==> config.mk <==
export PLATFORM = sky130hd
export DESIGN_NAME = sdram_cmd_monitor
export DESIGN_NICKNAME = d
export VERILOG_FILES = /design/src/rtl/sdram_mon_pkg.sv /design/src/rtl/sdram_bank_timer.sv /design/src/rtl/sdram_cmd_monitor.sv
export SDC_FILE = /design/constraint.sdc
export NUM_CORES = 1
export LEC_CHECK = 0
export ABC_CLOCK_PERIOD_IN_PS = 4700
export BUFFER_PORTS_ARGS = -buffer_cell sky130_fd_sc_hd__buf_2
export CORE_ASPECT_RATIO = 0.6
export CORE_MARGIN = 3
export CORE_UTILIZATION = 60
export DETAILED_ROUTE_END_ITERATION = 10
export GPL_ROUTABILITY_DRIVEN = 1
export PLACE_DENSITY = 0.77
export REMOVE_ABC_BUFFERS = 1
export SLEW_MARGIN = 20
export SYNTH_ARGS = -nofsm -noshare
export SYNTH_HDL_FRONTEND = slang
export SYNTH_SLANG_ARGS = --single-unit
==> constraint.sdc <==
create_clock -name sdram_clk -period 4.7 [get_ports sdram_clk]
set_clock_uncertainty 0.1 [all_clocks]
set_input_delay 0.705 -clock sdram_clk [delete_from_list [all_inputs] [get_ports sdram_clk]]
set_output_delay 0.705 -clock sdram_clk [all_outputs]
set_load 0.02 [all_outputs]
==> src/rtl/sdram_mon_pkg.sv <==
// Shared types for the SDRAM command-bus monitor: command/state encodings,
// error bit positions and the command decoder.
package sdram_mon_pkg;

    // Encoding equals {ras_n, cas_n, we_n} so decode is a plain cast.
    typedef enum logic [2:0] {
        CMD_MRS  = 3'b000,
        CMD_AREF = 3'b001,
        CMD_PRE  = 3'b010,
        CMD_ACT  = 3'b011,
        CMD_WR   = 3'b100,
        CMD_RD   = 3'b101,
        CMD_BST  = 3'b110,
        CMD_NOP  = 3'b111
    } sdram_cmd_e;

    typedef enum logic [2:0] {
        ST_IDLE,
        ST_PWRUP,
        ST_WAIT_PRE,
        ST_INIT_AREF,
        ST_WAIT_MRS,
        ST_RUN,
        ST_FAIL
    } mon_state_e;

    localparam int ERR_W               = 8;
    localparam int ERR_INIT_SEQ        = 0;
    localparam int ERR_RFSH_LATE       = 1;
    localparam int ERR_TRCAR           = 2;
    localparam int ERR_TRP             = 3;
    localparam int ERR_TRCD            = 4;
    localparam int ERR_CAS_LAT         = 5;
    localparam int ERR_CMD_BEFORE_INIT = 6;
    localparam int ERR_BAD_CAS_CFG     = 7;

    // Deselected (INHIBIT) is treated exactly like NOP.
    function automatic sdram_cmd_e decode_cmd(input logic cs_n, input logic ras_n,
                                              input logic cas_n, input logic we_n);
        if (cs_n)
            return CMD_NOP;
        return sdram_cmd_e'({ras_n, cas_n, we_n});
    endfunction

endpackage

==> src/rtl/sdram_bank_timer.sv <==
// One bank's tRP and tRCD down-counters; busy while a counter is non-zero,
// so a command exactly T_RP / T_RCD cycles after its trigger is legal.
module sdram_bank_timer #(
    parameter int T_RP  = 2,
    parameter int T_RCD = 2,
    parameter int CNT_W = 16
) (
    input  logic clk,
    input  logic srst,
    input  logic pre_hit,
    input  logic act_hit,
    output logic trp_busy,
    output logic trcd_busy
);

    localparam logic [CNT_W-1:0] TRP_LOAD  = CNT_W'((T_RP  > 0) ? T_RP  - 1 : 0);
    localparam logic [CNT_W-1:0] TRCD_LOAD = CNT_W'((T_RCD > 0) ? T_RCD - 1 : 0);
    localparam logic [CNT_W-1:0] ONE       = CNT_W'(1);

    logic [CNT_W-1:0] trp_cnt_reg;
    logic [CNT_W-1:0] trcd_cnt_reg;

    always_ff @(posedge clk) begin
        if (srst) begin
            trp_cnt_reg  <= '0;
            trcd_cnt_reg <= '0;
        end else begin
            if (pre_hit)
                trp_cnt_reg <= TRP_LOAD;
            else if (trp_cnt_reg != '0)
                trp_cnt_reg <= trp_cnt_reg - ONE;

            if (act_hit)
                trcd_cnt_reg <= TRCD_LOAD;
            else if (trcd_cnt_reg != '0)
                trcd_cnt_reg <= trcd_cnt_reg - ONE;
        end
    end

    assign trp_busy  = (trp_cnt_reg  != '0);
    assign trcd_busy = (trcd_cnt_reg != '0);

endmodule

==> src/rtl/sdram_cmd_monitor.sv <==
// SDRAM command-bus protocol monitor: init sequence, refresh interval, tRCAR,
// per-bank tRP/tRCD and CAS-latency read alignment, with sticky error reporting.
module sdram_cmd_monitor
    import sdram_mon_pkg::*;
#(
    parameter int NUM_BANKS  = 4,
    parameter int T_INIT_NOP = 10000,
    parameter int INIT_AREF  = 2,
    parameter int T_RCAR     = 7,
    parameter int T_RP       = 2,
    parameter int T_RCD      = 2,
    parameter int T_RFSH_MAX = 256,
    parameter int CNT_W      = 16,
    parameter int ERR_CNT_W  = 8,
    localparam int BA_W      = (NUM_BANKS > 1) ? $clog2(NUM_BANKS) : 1
) (
    input  logic                 sdram_clk,
    input  logic                 sdram_rst_i,
    input  logic                 sdram_en,
    input  logic                 sdram_cs_n,
    input  logic                 sdram_ras_n,
    input  logic                 sdram_cas_n,
    input  logic                 sdram_we_n,
    input  logic [BA_W-1:0]      sdram_ba,
    input  logic                 sdram_a10,
    input  logic [2:0]           cfg_cas_lat,
    input  logic                 rd_valid,
    input  logic                 err_clr,
    output logic                 init_done,
    output logic [7:0]           err_flags,
    output logic                 err_pulse,
    output logic [ERR_CNT_W-1:0] err_cnt
);

    localparam int AREF_W = (INIT_AREF > 1) ? $clog2(INIT_AREF + 1) : 1;
    localparam logic [CNT_W-1:0]  INIT_LAST = CNT_W'(T_INIT_NOP - 1);
    localparam logic [CNT_W-1:0]  RFSH_LAST = CNT_W'(T_RFSH_MAX - 1);
    localparam logic [CNT_W-1:0]  RFSH_SAT  = CNT_W'(T_RFSH_MAX);
    localparam logic [CNT_W-1:0]  RCAR_LOAD = CNT_W'((T_RCAR > 0) ? T_RCAR - 1 : 0);
    localparam logic [CNT_W-1:0]  ONE       = CNT_W'(1);
    localparam logic [AREF_W-1:0] AREF_LAST = AREF_W'(INIT_AREF - 1);

    // Input capture stage: every check works on the registered bus.
    sdram_cmd_e cmd_reg;
    logic [BA_W-1:0] ba_reg;
    logic a10_reg;
    logic en_reg;
    logic rd_valid_reg;
    logic [2:0] cas_lat_reg;

    always_ff @(posedge sdram_clk) begin
        if (sdram_rst_i) begin
            cmd_reg      <= CMD_NOP;
            ba_reg       <= '0;
            a10_reg      <= 1'b0;
            en_reg       <= 1'b0;
            rd_valid_reg <= 1'b0;
            cas_lat_reg  <= 3'd0;
        end else begin
            cmd_reg      <= decode_cmd(sdram_cs_n, sdram_ras_n, sdram_cas_n, sdram_we_n);
            ba_reg       <= sdram_ba;
            a10_reg      <= sdram_a10;
            en_reg       <= sdram_en;
            rd_valid_reg <= rd_valid;
            cas_lat_reg  <= cfg_cas_lat;
        end
    end

    mon_state_e state_reg;
    logic [CNT_W-1:0] init_cnt_reg;
    logic [AREF_W-1:0] aref_cnt_reg;
    logic [CNT_W-1:0] rfsh_cnt_reg;
    logic [CNT_W-1:0] rcar_cnt_reg;
    logic [3:0] rd_pipe_reg;
    logic [3:0] rd_pipe_next;

    logic is_nop, is_arw, in_init, run_active, cl_ok, init_bad;
    logic [ERR_W-1:0] err_next;
    logic [NUM_BANKS-1:0] trp_busy;
    logic [NUM_BANKS-1:0] trcd_busy;

    genvar gi;
    generate
        for (gi = 0; gi < NUM_BANKS; gi++) begin : g_bank
            sdram_bank_timer #(
                .T_RP  (T_RP),
                .T_RCD (T_RCD),
                .CNT_W (CNT_W)
            ) u_bank_timer (
                .clk       (sdram_clk),
                .srst      (sdram_rst_i),
                .pre_hit   ((cmd_reg == CMD_PRE) && (a10_reg || (ba_reg == BA_W'(gi)))),
                .act_hit   ((cmd_reg == CMD_ACT) && (ba_reg == BA_W'(gi))),
                .trp_busy  (trp_busy[gi]),
                .trcd_busy (trcd_busy[gi])
            );
        end
    endgenerate

    always_comb begin
        is_nop     = (cmd_reg == CMD_NOP);
        is_arw     = (cmd_reg == CMD_ACT) || (cmd_reg == CMD_RD) || (cmd_reg == CMD_WR);
        in_init    = (state_reg == ST_PWRUP) || (state_reg == ST_WAIT_PRE) ||
                     (state_reg == ST_INIT_AREF) || (state_reg == ST_WAIT_MRS);
        run_active = en_reg && (state_reg == ST_RUN);
        cl_ok      = (cas_lat_reg == 3'd2) || (cas_lat_reg == 3'd3);

        init_bad = 1'b0;
        if (en_reg && in_init && !is_nop) begin
            case (state_reg)
                ST_WAIT_PRE:  init_bad = !((cmd_reg == CMD_PRE) && a10_reg);
                ST_INIT_AREF: init_bad = (cmd_reg != CMD_AREF);
                ST_WAIT_MRS:  init_bad = (cmd_reg != CMD_MRS);
                default:      init_bad = 1'b1;
            endcase
        end

        // Slot k of the pipe holds "rd_valid expected k cycles from now".
        rd_pipe_next = rd_pipe_reg >> 1;
        if ((cmd_reg == CMD_RD) && cl_ok)
            rd_pipe_next[cas_lat_reg[1:0] - 2'd1] = 1'b1;

        err_next = '0;
        err_next[ERR_INIT_SEQ]        = init_bad && !is_arw;
        err_next[ERR_RFSH_LATE]       = run_active && (cmd_reg != CMD_AREF) &&
                                        (rfsh_cnt_reg == RFSH_LAST);
        err_next[ERR_TRCAR]           = !is_nop && (rcar_cnt_reg != '0);
        err_next[ERR_TRP]             = (cmd_reg == CMD_ACT) && trp_busy[ba_reg];
        err_next[ERR_TRCD]            = ((cmd_reg == CMD_RD) || (cmd_reg == CMD_WR)) &&
                                        trcd_busy[ba_reg];
        err_next[ERR_CAS_LAT]         = (rd_valid_reg != rd_pipe_reg[0]);
        err_next[ERR_CMD_BEFORE_INIT] = en_reg && (state_reg != ST_RUN) && is_arw;
        err_next[ERR_BAD_CAS_CFG]     = run_active && !cl_ok;
    end

    always_ff @(posedge sdram_clk) begin
        if (sdram_rst_i) begin
            state_reg    <= ST_IDLE;
            init_cnt_reg <= '0;
            aref_cnt_reg <= '0;
            rfsh_cnt_reg <= '0;
            init_done    <= 1'b0;
        end else if (!en_reg) begin
            state_reg <= ST_IDLE;
            init_done <= 1'b0;
        end else begin
            case (state_reg)
                ST_IDLE: begin
                    init_cnt_reg <= '0;
                    state_reg    <= is_arw ? ST_FAIL : ST_PWRUP;
                end
                ST_PWRUP: begin
                    if (init_bad)
                        state_reg <= ST_FAIL;
                    else if (init_cnt_reg == INIT_LAST)
                        state_reg <= ST_WAIT_PRE;
                    else
                        init_cnt_reg <= init_cnt_reg + ONE;
                end
                ST_WAIT_PRE: begin
                    aref_cnt_reg <= '0;
                    if (init_bad)
                        state_reg <= ST_FAIL;
                    else if (!is_nop)
                        state_reg <= ST_INIT_AREF;
                end
                ST_INIT_AREF: begin
                    if (init_bad)
                        state_reg <= ST_FAIL;
                    else if (cmd_reg == CMD_AREF) begin
                        if (aref_cnt_reg == AREF_LAST)
                            state_reg <= ST_WAIT_MRS;
                        else
                            aref_cnt_reg <= aref_cnt_reg + AREF_W'(1);
                    end
                end
                ST_WAIT_MRS: begin
                    rfsh_cnt_reg <= '0;
                    if (init_bad)
                        state_reg <= ST_FAIL;
                    else if (cmd_reg == CMD_MRS) begin
                        state_reg <= ST_RUN;
                        init_done <= 1'b1;
                    end
                end
                ST_RUN: begin
                    // Saturates one past the limit so the late flag fires only once.
                    if (cmd_reg == CMD_AREF)
                        rfsh_cnt_reg <= '0;
                    else if (rfsh_cnt_reg != RFSH_SAT)
                        rfsh_cnt_reg <= rfsh_cnt_reg + ONE;
                end
                default: state_reg <= ST_FAIL;
            endcase
        end
    end

    always_ff @(posedge sdram_clk) begin
        if (sdram_rst_i) begin
            rcar_cnt_reg <= '0;
            rd_pipe_reg  <= '0;
        end else begin
            if (cmd_reg == CMD_AREF)
                rcar_cnt_reg <= RCAR_LOAD;
            else if (rcar_cnt_reg != '0)
                rcar_cnt_reg <= rcar_cnt_reg - ONE;
            rd_pipe_reg <= rd_pipe_next;
        end
    end

    always_ff @(posedge sdram_clk) begin
        if (sdram_rst_i) begin
            err_flags <= '0;
            err_pulse <= 1'b0;
            err_cnt   <= '0;
        end else begin
            err_pulse <= |err_next;
            if (err_clr) begin
                err_flags <= err_next;
                err_cnt   <= (|err_next) ? ERR_CNT_W'(1) : '0;
            end else begin
                err_flags <= err_flags | err_next;
                if ((|err_next) && (err_cnt != '1))
                    err_cnt <= err_cnt + ERR_CNT_W'(1);
            end
        end
    end

endmodule

==> run summary <==
status = finished, final reports clean
FF+latch count, synth = 214
Skew-Pair Late Insertion Delay = 0.49 ns
prevailing post-synth register cell = dfxtp_1
most frequent cells in the layout = 219 x nor2_1, 214 x dfxtp_1, 73 x xnor2_1
area grow syn2layout = 9.77%
Critical Path End Type = flop
xor/xnor share of the synthesized area = 12.2%
DR vias/cell = 5.67
Die ar. = 0.0180 mm2
Pwr Total = 6.93 mW
Hold WC Path Type = primary input to flop
Tcrit/Tclk final = 61.3%
Setup CP Type = flop to flop
r2r setup slk = 1.82 ns
remaining antenna violation count = 0
max-cap check violation count = 0
Finished Core Util = 68.7%
largest family of logic cells by synthesized area = simple AND/OR/NAND/NOR gates
Die Ht = 105 um
register area share after synthesis = 43.5%
Max Fclk = 347 MHz
Cell Area, Synth = 0.00984 mm2
R2R Path Start = g_bank[1].u_bank_timer.trcd_cnt_reg[6]
Mapped Avg Cell Area = 8.58 um2
M3 GR Usage = 4.09%
vias in the first global route = 7074
post-DP HPWL = 14000 um
total number of vias = 7849
number of flops mapped to enable cells by yosys = 0
gr busiest metal = met1
Max transition margin = 29.0%
RSZ-0062 raised after global routing = false
clock buffer depth = 3
root buf cell = clkbuf_16
mux cell area share after synthesis = 0.890%
Starting Density = 62.6%
FF-to-FF End = err_cnt[6]
post-CTS sizing = 0
Fin Setup TNS = 0 ns
H-tree Lvls = 1
TritonCTS Buffers = 20
simple-gate share of the synthesized area = 29.5%
I/O Buffers = 32
Worst setup startpoint = g_bank[1].u_bank_timer.trcd_cnt_reg[6]
crit start category = flop
Clock transition at path regs = 0.07 ns
setup violators final = 0
met2 Usage GRT = 30.0%
DRT Wirelength = 19900 um
Initial DRC Count = 764
gr usage total = 22.4%
Period minus WS final = 2.88 ns
length of the first detailed-routing pass in iterations = 8
Final Hold Viols = 0
# hold bufs at CTS = 0
Synth Area in Adders = 2.80%
DR DRC count = 0
distinct cell type count after synthesis = 72
leakage = 4.14 nW
Synthesis Warnings = 0
first-pass GRT wire length = 34400 um
PwrDens = 641 mW/mm2
crit-path max FO = 6
reg2reg path depth = 7
critical path capture point = err_cnt[6]
Slew Viols, Final = 0
Core ar. = 0.0157 mm2
M1 GR Usage = 37.2%
NumNets Final = 1204
clock sink total = 214
Inserted Diodes = 0
largest net degree at the start of global routing = 45
Post CTS Setup Buffer Count = 0
Synth Instances = 1148
commonest non-fill, non-tap cell in the layout = nor2_1
grt ovf = 0
Rows = 35
Final GP Congestion = 0.873
share of post-route cells with drive strength above 1 = 8.04%
VDD IR max = 0.370 mV
antenna violations before repair = 0
post-synthesis compound-gate area fraction = 8.17%
Die W = 171 um
Data arrival, critical path = 3.15 ns
I/O pin count = 33
post-synthesis async set-or-reset flop share = 0%
slew at the pin closest to its max-slew limit = 1.06 ns
CTS tree = done
WP data required = 4.98 ns
DR WL/cell = 14.4 um
==> stage by stage <==
stage | setup slack [ns] | instance area (um2) | instances | hold WS (ns)
after floorplan | 2.24 | 9690 | 1112 | 0.313
after global placement | 1.96 | 10100 | 1348 | 0.326
after detailed placement | 1.87 | 10100 | 1348 | 0.333
after CTS | 1.85 | 10800 | 1384 | 0.272
after global routing | 1.61 | 10800 | 1384 | 0.276
final | 1.82 | 10800 | 1384 | 0.289
==> cell type report <==
cell class	instances	area, um2
clock buffers	29	596
clock inverters	7	91.3
fillers	1291	4910
inverters	35	131
multi-input cells	863	5280
flip-flops and latches	214	4280
well taps	203	254
repair buffers	33	168
==> how the worst min path moves through the flow <==
stage | startpoint | end | slack, ns | depth (start not counted)
after floorplan | rd_pipe_reg[2] | rd_pipe_reg[1] | 0.31 | 2
after CTS | sdram_we_n | cmd_reg[0] | 0.27 | 2
after global routing | sdram_cas_n | cmd_reg[1] | 0.28 | 2
after global placement | rd_pipe_reg[3] | rd_pipe_reg[2] | 0.33 | 2
final | sdram_we_n | cmd_reg[0] | 0.29 | 2
after detailed placement | rd_pipe_reg[3] | rd_pipe_reg[2] | 0.33 | 2
==> where the power goes <==
group | total (mW) | internal [mW] | switching (mW)
combinational | 2.61 | 1.17 | 1.43
clock | 1.67 | 0.994 | 0.675
sequential | 2.65 | 2.24 | 0.416
==> cells by family after synthesis <==
| logic type | Yosys count |
|---|---|
| multiplexers | 8 |
| AO/OA/AOI/OAI | 124 |
| buffers and inverters | 71 |
| other | 1 |
| adder cells (fa/ha/maj) | 22 |
| AND/OR/NAND/NOR | 571 |
| flip-flops | 214 |
| XOR/XNOR | 137 |
==> critical path, cell delays in order, from the launching register on <==
cell      delay (ns)
dfxtp_1         0.34
nor4_1          0.59
nand4_1         0.44
a2bb2o_1        0.39
a211oi_2        0.08
nor3_1          0.50
o21bai_1        0.18
o311a_1         0.15
==> synth_stat cells (27+ instances only) <==
cell      count  area share (%)
xor2_1       64             5.7
a21oi_1      50             2.5
dfxtp_1     214              44
nand2_1      65             2.5
nor3_1       46             2.3
nor4_1       41             2.6
inv_1        34             1.3
clkbuf_1     28             1.1
nor2_1      219             8.4
xnor2_1      73             6.5
nand3_1      27             1.4
or3_1        30             1.9
==> routing by layer <==
| metal | vias to the layer above | share of wire (%) | wire [um] |
|---|---|---|---|
| li1 | 4015 | - | - |
| met1 | 3612 | 55 | 10800 |
| met2 | 198 | 38 | 7590 |
| met3 | 24 | 5.9 | 1170 |
| met4 | 0 | 1.3 | 267 |
| met5 | - | 0 | 0 |
No activity file was read; power rests on OpenSTA's default activity.
